File: src/rtl/conv_maxpool2x2_if.sv
// Stream/control bundle between the convolution engine output and the 2x2 max-pool stage.
// The master side drives the map (upstream), the slave side is the pooling block.
interface conv_maxpool2x2_if;
    logic        start;
    logic [7:0]  map_size;
    logic        in_valid;
    logic        in_ready;
    logic [31:0] in_data;
    logic        out_valid;
    logic [31:0] out_data;
    logic        done;
    logic        err;

    modport master (
        output start, map_size, in_valid, in_data,
        input  in_ready, out_valid, out_data, done, err
    );

    modport slave (
        input  start, map_size, in_valid, in_data,
        output in_ready, out_valid, out_data, done, err
    );
endinterface

File: src/rtl/conv_maxpool2x2.sv
// 2x2 stride-2 fp32 max pooling over a row-major square map, using a half-row line buffer.
// Optional ReLU clamps negative pooled results (including -0.0) to +0.0.
module conv_maxpool2x2 #(
    parameter int MAX_DIM = 64,
    parameter bit RELU_EN = 1'b0
) (
    input  logic             i_clk,
    input  logic             i_rst,
    conv_maxpool2x2_if.slave io_bus
);
    localparam int LB_DEPTH = (MAX_DIM / 2 > 1) ? MAX_DIM / 2 : 1;
    localparam int LB_AW    = (LB_DEPTH > 1) ? $clog2(LB_DEPTH) : 1;

    typedef enum logic [1:0] {
        ST_IDLE = 2'd0,
        ST_RUN  = 2'd1,
        ST_DONE = 2'd2
    } state_t;

    state_t      r_state;
    logic [7:0]  r_n;
    logic [7:0]  r_row;
    logic [7:0]  r_col;
    logic [31:0] r_hold;
    logic [31:0] r_linebuf [LB_DEPTH];
    logic        r_in_ready;
    logic        r_out_valid;
    logic [31:0] r_out_data;
    logic        r_done;
    logic        r_err;

    logic             w_beat;
    logic [7:0]       w_two_p;
    logic             w_keep;
    logic             w_last_col;
    logic             w_last_row;
    logic [LB_AW-1:0] w_lb_idx;
    logic [31:0]      w_pair;
    logic [31:0]      w_pool;
    logic [31:0]      w_result;
    logic             w_too_big;

    // Sign-magnitude total order; a NaN only wins against another NaN (canonical qNaN).
    function automatic logic [31:0] fp_max(input logic [31:0] a, input logic [31:0] b);
        logic a_nan;
        logic b_nan;
        logic a_wins;
        a_nan = (a[30:23] == 8'hFF) && (a[22:0] != 23'd0);
        b_nan = (b[30:23] == 8'hFF) && (b[22:0] != 23'd0);
        if (a[31] != b[31])
            a_wins = ~a[31];
        else if (!a[31])
            a_wins = (a[30:0] >= b[30:0]);
        else
            a_wins = (a[30:0] <= b[30:0]);
        if (a_nan && b_nan)
            return 32'h7FC00000;
        else if (a_nan)
            return b;
        else if (b_nan)
            return a;
        else
            return a_wins ? a : b;
    endfunction

    assign w_beat     = (r_state == ST_RUN) && io_bus.in_valid && r_in_ready;
    assign w_two_p    = {r_n[7:1], 1'b0};
    assign w_keep     = (r_row < w_two_p) && (r_col < w_two_p);
    assign w_last_col = (r_col == r_n - 8'd1);
    assign w_last_row = (r_row == r_n - 8'd1);
    assign w_lb_idx   = r_col[LB_AW:1];
    assign w_pair     = fp_max(r_hold, io_bus.in_data);
    assign w_pool     = fp_max(r_linebuf[w_lb_idx], w_pair);
    assign w_result   = (RELU_EN && w_pool[31]) ? 32'h00000000 : w_pool;
    assign w_too_big  = int'(io_bus.map_size) > MAX_DIM;

    always_ff @(posedge i_clk) begin
        if (i_rst) begin
            r_state     <= ST_IDLE;
            r_n         <= 8'd0;
            r_row       <= 8'd0;
            r_col       <= 8'd0;
            r_hold      <= 32'd0;
            r_in_ready  <= 1'b0;
            r_out_valid <= 1'b0;
            r_out_data  <= 32'd0;
            r_done      <= 1'b0;
            r_err       <= 1'b0;
        end else begin
            r_done      <= 1'b0;
            r_out_valid <= 1'b0;
            case (r_state)
                ST_IDLE: begin
                    if (io_bus.start) begin
                        if (io_bus.map_size == 8'd0) begin
                            r_err  <= 1'b0;
                            r_done <= 1'b1;
                        end else if (w_too_big) begin
                            r_err  <= 1'b1;
                            r_done <= 1'b1;
                        end else begin
                            r_n        <= io_bus.map_size;
                            r_err      <= 1'b0;
                            r_row      <= 8'd0;
                            r_col      <= 8'd0;
                            r_in_ready <= 1'b1;
                            r_state    <= ST_RUN;
                        end
                    end
                end
                ST_RUN: begin
                    if (w_beat) begin
                        // Even-col beats seed the pair; odd/odd beat closes the 2x2 window.
                        if (w_keep) begin
                            if (!r_col[0])
                                r_hold <= io_bus.in_data;
                            else if (r_row[0]) begin
                                r_out_valid <= 1'b1;
                                r_out_data  <= w_result;
                            end
                        end
                        if (w_last_col) begin
                            r_col <= 8'd0;
                            r_row <= r_row + 8'd1;
                            if (w_last_row) begin
                                r_in_ready <= 1'b0;
                                r_done     <= 1'b1;
                                r_state    <= ST_DONE;
                            end
                        end else begin
                            r_col <= r_col + 8'd1;
                        end
                    end
                end
                ST_DONE: begin
                    r_row   <= 8'd0;
                    r_col   <= 8'd0;
                    r_state <= ST_IDLE;
                end
                default: begin
                    r_in_ready <= 1'b0;
                    r_state    <= ST_IDLE;
                end
            endcase
        end
    end

    always_ff @(posedge i_clk) begin
        if (w_beat && w_keep && !r_row[0] && r_col[0])
            r_linebuf[w_lb_idx] <= w_pair;
    end

    assign io_bus.in_ready  = r_in_ready;
    assign io_bus.out_valid = r_out_valid;
    assign io_bus.out_data  = r_out_data;
    assign io_bus.done      = r_done;
    assign io_bus.err       = r_err;
endmodule
File: src/flat_wrapper.sv
// flat-port wrapper written by rule: the top's interface ports become plain ports
module conv_maxpool2x2_flat 
#(
    parameter int MAX_DIM = 64,
    parameter bit RELU_EN = 1'b0
)
  (i_clk, i_rst, io_bus_start, io_bus_map_size, io_bus_in_valid, io_bus_in_data, io_bus_in_ready, io_bus_out_valid, io_bus_out_data, io_bus_done, io_bus_err);
  conv_maxpool2x2_if io_bus_i ();
  input  logic i_clk;
  input  logic i_rst;
  input wire logic [$bits(io_bus_i.start)-1:0] io_bus_start;
  input wire logic [$bits(io_bus_i.map_size)-1:0] io_bus_map_size;
  input wire logic [$bits(io_bus_i.in_valid)-1:0] io_bus_in_valid;
  input wire logic [$bits(io_bus_i.in_data)-1:0] io_bus_in_data;
  output wire logic [$bits(io_bus_i.in_ready)-1:0] io_bus_in_ready;
  output wire logic [$bits(io_bus_i.out_valid)-1:0] io_bus_out_valid;
  output wire logic [$bits(io_bus_i.out_data)-1:0] io_bus_out_data;
  output wire logic [$bits(io_bus_i.done)-1:0] io_bus_done;
  output wire logic [$bits(io_bus_i.err)-1:0] io_bus_err;
  assign io_bus_i.start = io_bus_start;
  assign io_bus_i.map_size = io_bus_map_size;
  assign io_bus_i.in_valid = io_bus_in_valid;
  assign io_bus_i.in_data = io_bus_in_data;
  assign io_bus_in_ready = io_bus_i.in_ready;
  assign io_bus_out_valid = io_bus_i.out_valid;
  assign io_bus_out_data = io_bus_i.out_data;
  assign io_bus_done = io_bus_i.done;
  assign io_bus_err = io_bus_i.err;
  conv_maxpool2x2 #(.MAX_DIM(MAX_DIM), .RELU_EN(RELU_EN)) u_core (.i_clk(i_clk), .i_rst(i_rst), .io_bus(io_bus_i));
endmodule
File: config.mk
export PLATFORM = sky130hd
export DESIGN_NAME = conv_maxpool2x2_flat
export DESIGN_NICKNAME = d
export VERILOG_FILES = /design/src/rtl/conv_maxpool2x2_if.sv /design/src/rtl/conv_maxpool2x2.sv /design/src/flat_wrapper.sv
export SDC_FILE = /design/constraint.sdc
export NUM_CORES = 1
export LEC_CHECK = 0
export ABC_AREA = 1
export CORE_MARGIN = 1
export CORE_UTILIZATION = 35
export CTS_CLUSTER_DIAMETER = 100
export DETAILED_ROUTE_END_ITERATION = 7
export MAX_ROUTING_LAYER = met4
export PLACE_DENSITY = 0.61
export SLEW_MARGIN = 20
export SYNTH_ARGS = -nofsm -noshare
export SYNTH_HDL_FRONTEND = slang
export SYNTH_SLANG_ARGS = --single-unit
File: constraint.sdc
create_clock -name i_clk -period 7.6 [get_ports i_clk]
set_input_delay 1.52 -clock i_clk [delete_from_list [all_inputs] [get_ports i_clk]]
set_output_delay 1.52 -clock i_clk [all_outputs]
set_load 0.005 [all_outputs]
==> results of run 1 <==
layer usage:
| metal | vias to the layer above | track usage [%] | wire length [um] |
|---|---|---|---|
| met5 | - | - | 0 |
| met4 | 0 | 6.576 | 4390 |
| met3 | 256 | 3.051 | 11000 |
| met2 | 1443 | 32.06 | 66660 |
| met1 | 16680 | 28.41 | 60270 |
| li1 | 14740 | - | - |
final timing paths:
path                                   start                          to  slack, ps
hold / removal    u_core.io_bus.out_data[12]  u_core.io_bus.out_data[12]        490
hold reg to reg   u_core.io_bus.out_data[12]  u_core.io_bus.out_data[12]        490
setup / recovery          io_bus_in_data[10]  u_core.io_bus.out_data[14]       1170
setup reg to reg                   flip-flop  u_core.io_bus.out_data[14]       1850
state kept, by name, indices dropped and copies added (netlist names), named ones only:
name and flops:
u_core.io_bus.err 1, u_core.io_bus.out_valid 1, u_core.io_bus.out_data 32, u_core.r_col 8, u_core.io_bus.in_ready 1, u_core.r_row 8
u_core.io_bus.done 1, u_core.r_n 8, u_core.r_state 2, u_core.r_linebuf 1024, u_core.r_hold 32
report_power, final:
part	internal, mW	total (mW)	switching [mW]
clock	3.06	5.42	2.36
combinational	0.351	1.29	0.937
sequential	6.76	6.79	0.0255
total	10.2	13.5	3.32
placed cells by master (no fill, tap or decap), types with 80 or more instances in the layout:
master     synthesis  final
o21ai_1          155    155
clkbuf_16          0    114
nand3_1          167    166
nand2_1          266    266
edfxtp_1        1024   1024
a21oi_1          108    108
ha_1              80     80
inv_1            206    203
o221ai_1         192    192
o21ai_0          501    493
buf_4             28     83
nor2_1           658    633
dfxtp_1           99     95
through the flow:
stage | utilization [%] | setup WS [ps] | hold WS [ps] | instance area (sq um) | instances
2_1_floorplan | - | 1145 | 449.9 | 47560 | 3979
3_3_place_gp | 37.46 | 760.9 | 457.5 | 50240 | 5660
3_5_place_dp | 37.49 | 705.1 | 467.4 | 50280 | 5662
4_1_cts | 40.13 | 1436 | 475.3 | 53820 | 5866
5_1_grt | 40.14 | 840.3 | 494.6 | 53840 | 5867
6_report | 40.14 | 1165 | 485.2 | 53840 | 5867
area by class of cell:
class / count / area [sq um] / share of cell area [%]
Sequential cell: 1123 / 32740 / 60.82
Multi-Input combinational cell: 2381 / 12870 / 23.90
Clock buffer: 142 / 2968 / 5.512
Tap cell: 1768 / 2212 / 4.109
Timing Repair Buffer: 173 / 1629 / 3.026
Inverter: 218 / 849.6 / 1.578
Clock inverter: 62 / 571.8 / 1.062
cell families after synthesis:
| logic type | after synthesis | share of synthesized area, % |
|---|---|---|
| AO/OA/AOI/OAI | 1076 | 13.35 |
| adder cells (fa/ha/maj) | 80 | 2.105 |
| AND/OR/NAND/NOR | 1208 | 10.66 |
| XOR/XNOR | 17 | 0.3130 |
| flip-flops | 1123 | 68.82 |
| buffers and inverters | 475 | 4.754 |
worst reg2reg max path: stages (launching register included):
cell and delay [ps]:
dfxtp_4 500, inv_16 650, buf_4 760, o21ai_0 170, o221ai_1 240, nand3_1 120
nand2_1 90, inv_1 50, o21ai_0 800, ha_1 260, nand2_1 60, or4_1 400
nor3_1 220, nand2_1 110, nand2_1 90, nand2_2 140, nand3_2 190, buf_4 370
nand3_1 140, nand3_1 140, a21oi_1 60
==> metrics.md, run 1 <==
| Metric | Value |
|---|---|
| Outcome | `completed` |
| Lkg Pwr | `18.06 nW` |
| Mapped cell area | `47560 sq um` |
| Critical path buffer and inverter count | `6` |
| Post-CTS sizing | `0` |
| IO Count | `80` |
| CP Class | `in2reg` |
| Worst Hold Class | `reg2reg` |
| WL/cell | `24.26 um` |
| CP peak stage delay | `590 ps` |
| Initial Util | `35.46%` |
| Slew at the pin closest to its max-slew limit | `1146 ps` |
| Fillers | `12610` |
| RSZ-0062 raised after global routing | `no` |
| Worst Skew | `31.21 ps` |
| Worst-path fanout max | `31` |
| CTS Buf Count | `112` |
| Die Footprint | `137400 sq um` |
| Critical path depth | `30` |
| Total routed wirelength | `142.3 mm` |
| First drt pass iteration count | `6` |
| # diodes | `0` |
| PortBufs | `79` |
| Ys Warns | `0` |
| Clock Root Buffer | `clkbuf_16` |
| Vias per cell | `5.644` |
| Initial antenna violation count | `0` |
| GPL Wtd Cong | `0.8849` |
| Critical-path top delay cell | `clkdlybuf4s50_1` |
| Fin crit period | `6435 ps` |
| Clock Tree Buf Depth | `3` |
| Count leader, synth | `edfxtp_1` |
| DRT antenna net count | `0` |
| Core ar. | `134100 sq um` |
| Initial drt markers | `4129` |
| VDD IR max | `0.0002032 V` |
| Fin. max-slew vios | `0` |
| Tot GR Track Use | `20.85%` |
| Ratio of final minimum period to clock period | `84.67%` |
| DRC errors left | `0` |
| Hold Crit Depth | `2` |
| Final setup fails | `0` |
| First-pass GRT wire length | `207.8 mm` |
| Cell variety after synth | `53` |
| Reg2Reg Depth | `20` |
| H-tree depth | `3` |
| Syn Nets | `4103` |
| Setup total negative slack | `0 ps` |
| Via Count | `33120` |
| CTS sink cnt | `1123` |
| Seq/Total Area, Yosys | `68.82%` |
| WP data arrival | `6970 ps` |
| Die width | `370.6 um` |
| CTS tree | `yes` |
| Pwr/cell area | `250.7 nW/um^2` |
| Grt ovf | `0` |
| Ys async rst share | `0%` |
| Worst Setup Start Kind | `input port` |
| Most frequent cells after synthesis | `edfxtp_1, nor2_1, o21ai_0` |
| Largest net degree at the start of global routing | `245` |
| HPWL Detailed | `77.24 mm` |
| Vias in the first global route | `31240` |
| Rel. slew slack | `23.51%` |
| Fin nets | `4133` |
| Layout cells sized above 1 | `8.343%` |
| Top delay family on crit path | `simple AND/OR/NAND/NOR gates` |
| Largest cells by area after synthesis | `edfxtp_1, o21ai_0, nor2_1, dfxtp_1, o221ai_1` |
| Final Hold Vio Count | `0` |
| Post-synth top area share | `64.65%` |
| Worst-path clk slew | `60 ps` |
| Max-Cap Viols | `0` |
| Synth Instances | `3979` |
| Worst-Skew Late Latency | `710 ps` |
| Max Clk Rate | `155.4 MHz` |
| Main synth FF type | `edfxtp_1` |
| Total Power | `13.50 mW` |
| Post-CTS Setup Inserts | `0` |
| Required @ worst endpoint | `8130 ps` |
| Crit path top cell by count | `nand2_1` |
| Number of synthesized flops with an enable pin | `1024` |
| Post-synthesis register bit count | `1123` |
| Hold buffer count at CTS | `0` |
| Post-synth top area cell | `edfxtp_1` |
| Rows | `134` |
| Die H | `370.6 um` |
| Area Growth Syn to Fin | `13.20%` |
| Mean post-synth cell area | `11.95 sq um` |
| Crit. End Element | `flip-flop` |
No activity file was read; power rests on OpenSTA's default activity.
==> run 2: changes to the inputs <==
==> constraint.sdc (replaced) <==
create_clock -name i_clk -period 6.15 [get_ports i_clk]
set_input_delay 1.23 -clock i_clk [delete_from_list [all_inputs] [get_ports i_clk]]
set_output_delay 1.23 -clock i_clk [all_outputs]
set_load 0.005 [all_outputs]
==> metrics.md, run 2 (synthesis results as in run 1) <==
| Metric | Value |
|---|---|
| Outcome | `completed (unchanged)` |
| Worst Hold Class | `reg2reg (unchanged)` |
| HPWL Detailed | `75.10 mm (was 77.24 mm)` |
| Core ar. | `134100 sq um (unchanged)` |
| Most common cell after layout, fill and taps aside | `edfxtp_1 (unchanged)` |
| First drt pass iteration count | `6 (unchanged)` |
| Sw frac | `24.74% (was 24.63%)` |
| Ratio of final minimum period to clock period | `89.10%` |
| Seq pwr share | `49.3% (was 50.3%)` |
| Area after DPL | `50660 sq um (was 50280 sq um)` |
| Clock Power Share | `41.1% (was 40.2%)` |
| Grt ovf | `0 (unchanged)` |
| Max-Cap Viols | `0 (unchanged)` |
| IO Count | `80 (unchanged)` |
| # diodes | `0 (unchanged)` |
| Worst-Skew Late Latency | `720 ps (was 710 ps)` |
| DRT antenna net count | `0 (unchanged)` |
| Max reg flops | `1024 (unchanged)` |
| Required @ worst endpoint | `6690 ps (was 8130 ps)` |
| Largest Register | `u_core.r_linebuf (unchanged)` |
| Clock Root Buffer | `clkbuf_16 (unchanged)` |
| CTS tree | `yes (unchanged)` |
| First-pass GRT wire length | `206.8 mm (was 207.8 mm)` |
| Worst Setup Start Kind | `input port (unchanged)` |
| Fin crit period | `5479 ps` |
| Fin nets | `4165 (was 4133)` |
| CTS sink cnt | `1123 (unchanged)` |
| Vias in the first global route | `31280 (was 31240)` |
| GPL Wtd Cong | `0.9524 (was 0.8849)` |
| Cell Chain, Critical Path | `clkdlybuf4s50_1, inv_1, nand4_1, nor2_1, nand4_1, nand2_1, nor2_2, clkinv_1, nand3_1, ha_1, nand2_1, or4_1, nor3_1, nand2_1, nand3_1, nand2_2, nand3_2, buf_4, nand3_1, nand3_1, a21oi_1` |
| H-tree depth | `3 (unchanged)` |
| Critical-path top delay cell | `clkinv_1 (was clkdlybuf4s50_1)` |
| Design area | `54460 sq um (was 53840 sq um)` |
| Total routed wirelength | `141.9 mm (was 142.3 mm)` |
| Hold buffer count at CTS | `0 (unchanged)` |
| CTS Buf Count | `114 (was 112)` |
| Max Clk Rate | `182.5 MHz` |
| Setup total negative slack | `0 ps (unchanged)` |
| RSZ-0062 raised after global routing | `no (unchanged)` |
| Slew at the pin closest to its max-slew limit | `1028 ps (was 1146 ps)` |
| Worst-path fanout max | `17 (was 31)` |
| Final WS setup | `670.6 ps (was 1165 ps)` |
| DRC errors left | `0 (unchanged)` |
| Utilization after layout | `40.60% (was 40.14%)` |
| Fillers | `12490 (was 12610)` |
| Critical path buffer and inverter count | `4 (was 6)` |
| Comb pwr share | `9.6% (was 9.5%)` |
| WL/cell | `24.00 um (was 24.26 um)` |
| Int Pwr | `12.81 mW (was 10.17 mW)` |
| Final Hold Vio Count | `0 (unchanged)` |
| CP peak stage delay | `630 ps (was 590 ps)` |
| Die Footprint | `137400 sq um (unchanged)` |
| Total net switching power | `4.208 mW (was 3.325 mW)` |
| Largest net degree at the start of global routing | `179 (was 245)` |
| Most frequent cells in the layout | `edfxtp_1, nor2_1, o21ai_0, nand2_1, inv_1 (unchanged)` |
| WP data arrival | `6020 ps (was 6970 ps)` |
| PortBufs | `79 (unchanged)` |
| Rel. slew slack | `30.74% (was 23.51%)` |
| Top delay family on crit path | `simple AND/OR/NAND/NOR gates (unchanged)` |
| Crit. End Element | `flip-flop (unchanged)` |
| Pre-CTS setup slack | `60.80 ps (was 705.1 ps)` |
| Initial drt markers | `3720 (was 4129)` |
| Die width | `370.6 um (unchanged)` |
| Via Count | `33220 (was 33120)` |
| Initial antenna violation count | `0 (unchanged)` |
| Initial Util | `35.46% (unchanged)` |
| Worst Skew | `46.91 ps (was 31.21 ps)` |
| Die H | `370.6 um (unchanged)` |
| CP Class | `in2reg (unchanged)` |
| Area Growth Syn to Fin | `14.50% (was 13.20%)` |
| Tot GR Track Use | `20.81% (was 20.85%)` |
| Vias per cell | `5.620 (was 5.644)` |
| Rows | `134 (unchanged)` |
| Fin. max-slew vios | `0 (unchanged)` |
| Post-CTS Setup Inserts | `0 (unchanged)` |
| Post-CTS sizing | `0 (unchanged)` |
| Final setup fails | `0 (unchanged)` |
| Clock Tree Buf Depth | `3 (unchanged)` |
| Worst-path clk slew | `60 ps (about the same)` |
| Pwr/cell area | `312.4 nW/um^2 (was 250.7 nW/um^2)` |
| Crit path top cell by count | `nand3_1 (was nand2_1)` |
| Layout cells sized above 1 | `9.269% (was 8.343%)` |
| Lkg Pwr | `18.37 nW (was 18.06 nW)` |
| VDD IR max | `0.0002426 V (was 0.0002032 V)` |
[run 2: cell types whose count changed in the layout (fill, tap and decap cells not counted), sizes merged]
cell	before	now
clkbuf	142	138
inv	216	218
clkinv	49	62
buf	95	125
bufinv	9	12
[run 2: area by class of cell]
| cell class | count | area [sq um] | area share, % |
|---|---|---|---|
| well taps | 1768 | 2212 | 4.062 |
| flip-flops and latches | 1123 | 32740 | 60.13 |
| repair buffers | 203 | 1992 | 3.658 |
| inverters | 218 | 849.6 | 1.560 |
| multi-input cells | 2381 | 12870 | 23.64 |
| clock inverters | 80 | 793.3 | 1.457 |
| clock buffers | 138 | 2994 | 5.498 |
[run 2: worst paths after layout]
| path | from | end | slack (ps) | cells after the start |
|---|---|---|---|---|
| min | u_core.r_hold[0] | u_core.r_hold[0] | 490 | 2 |
| max reg2reg | flip-flop | u_core.io_bus.out_data[16] | 1170 | 22 |
| max | io_bus_in_data[15] | u_core.io_bus.out_data[15] | 670 | 21 |
| min reg2reg | u_core.r_hold[0] | u_core.r_hold[0] | 490 | 2 |
[run 2: power by group through the flow]
stage	Combinational (mW)	Clock, mW	Sequential, mW
floorplan	1.19	0	8.53
global placement	1.60	0	8.55
detailed placement	1.62	0	8.55
CTS	1.62	7.07	8.38
global route	1.81	7.37	8.38
finish	1.64	6.99	8.38
[run 2: layer usage]
layer | share of wire (%) | wire length [um] | global-route usage, %
met5 | 0 | 0 | -
met4 | 3.2 | 4524 | 6.846
met3 | 7.9 | 11260 | 2.909
met2 | 48 | 67460 | 33.00
met1 | 41 | 58610 | 27.46
[run 2: per-stage QoR]
stage | hold WS (ps) | total power, mW | cells
after CTS | 486.2 | 17.08 | 5911
after detailed placement | 474.4 | 10.17 | 5693
final | 492.1 | 17.01 | 5911
after floorplan | 449.9 | 9.723 | 3979
after global placement | 468.2 | 10.15 | 5693
after global routing | 519.3 | 17.55 | 5911
[run 2: worst reg2reg max path, delay by kind of cell, from the launching register on]
kind	cells	cell delay, ps
flops	1	480
buf+inv	3	1240
fa+ha+maj	1	390
simple gates	12	1350
compound gates	6	1350
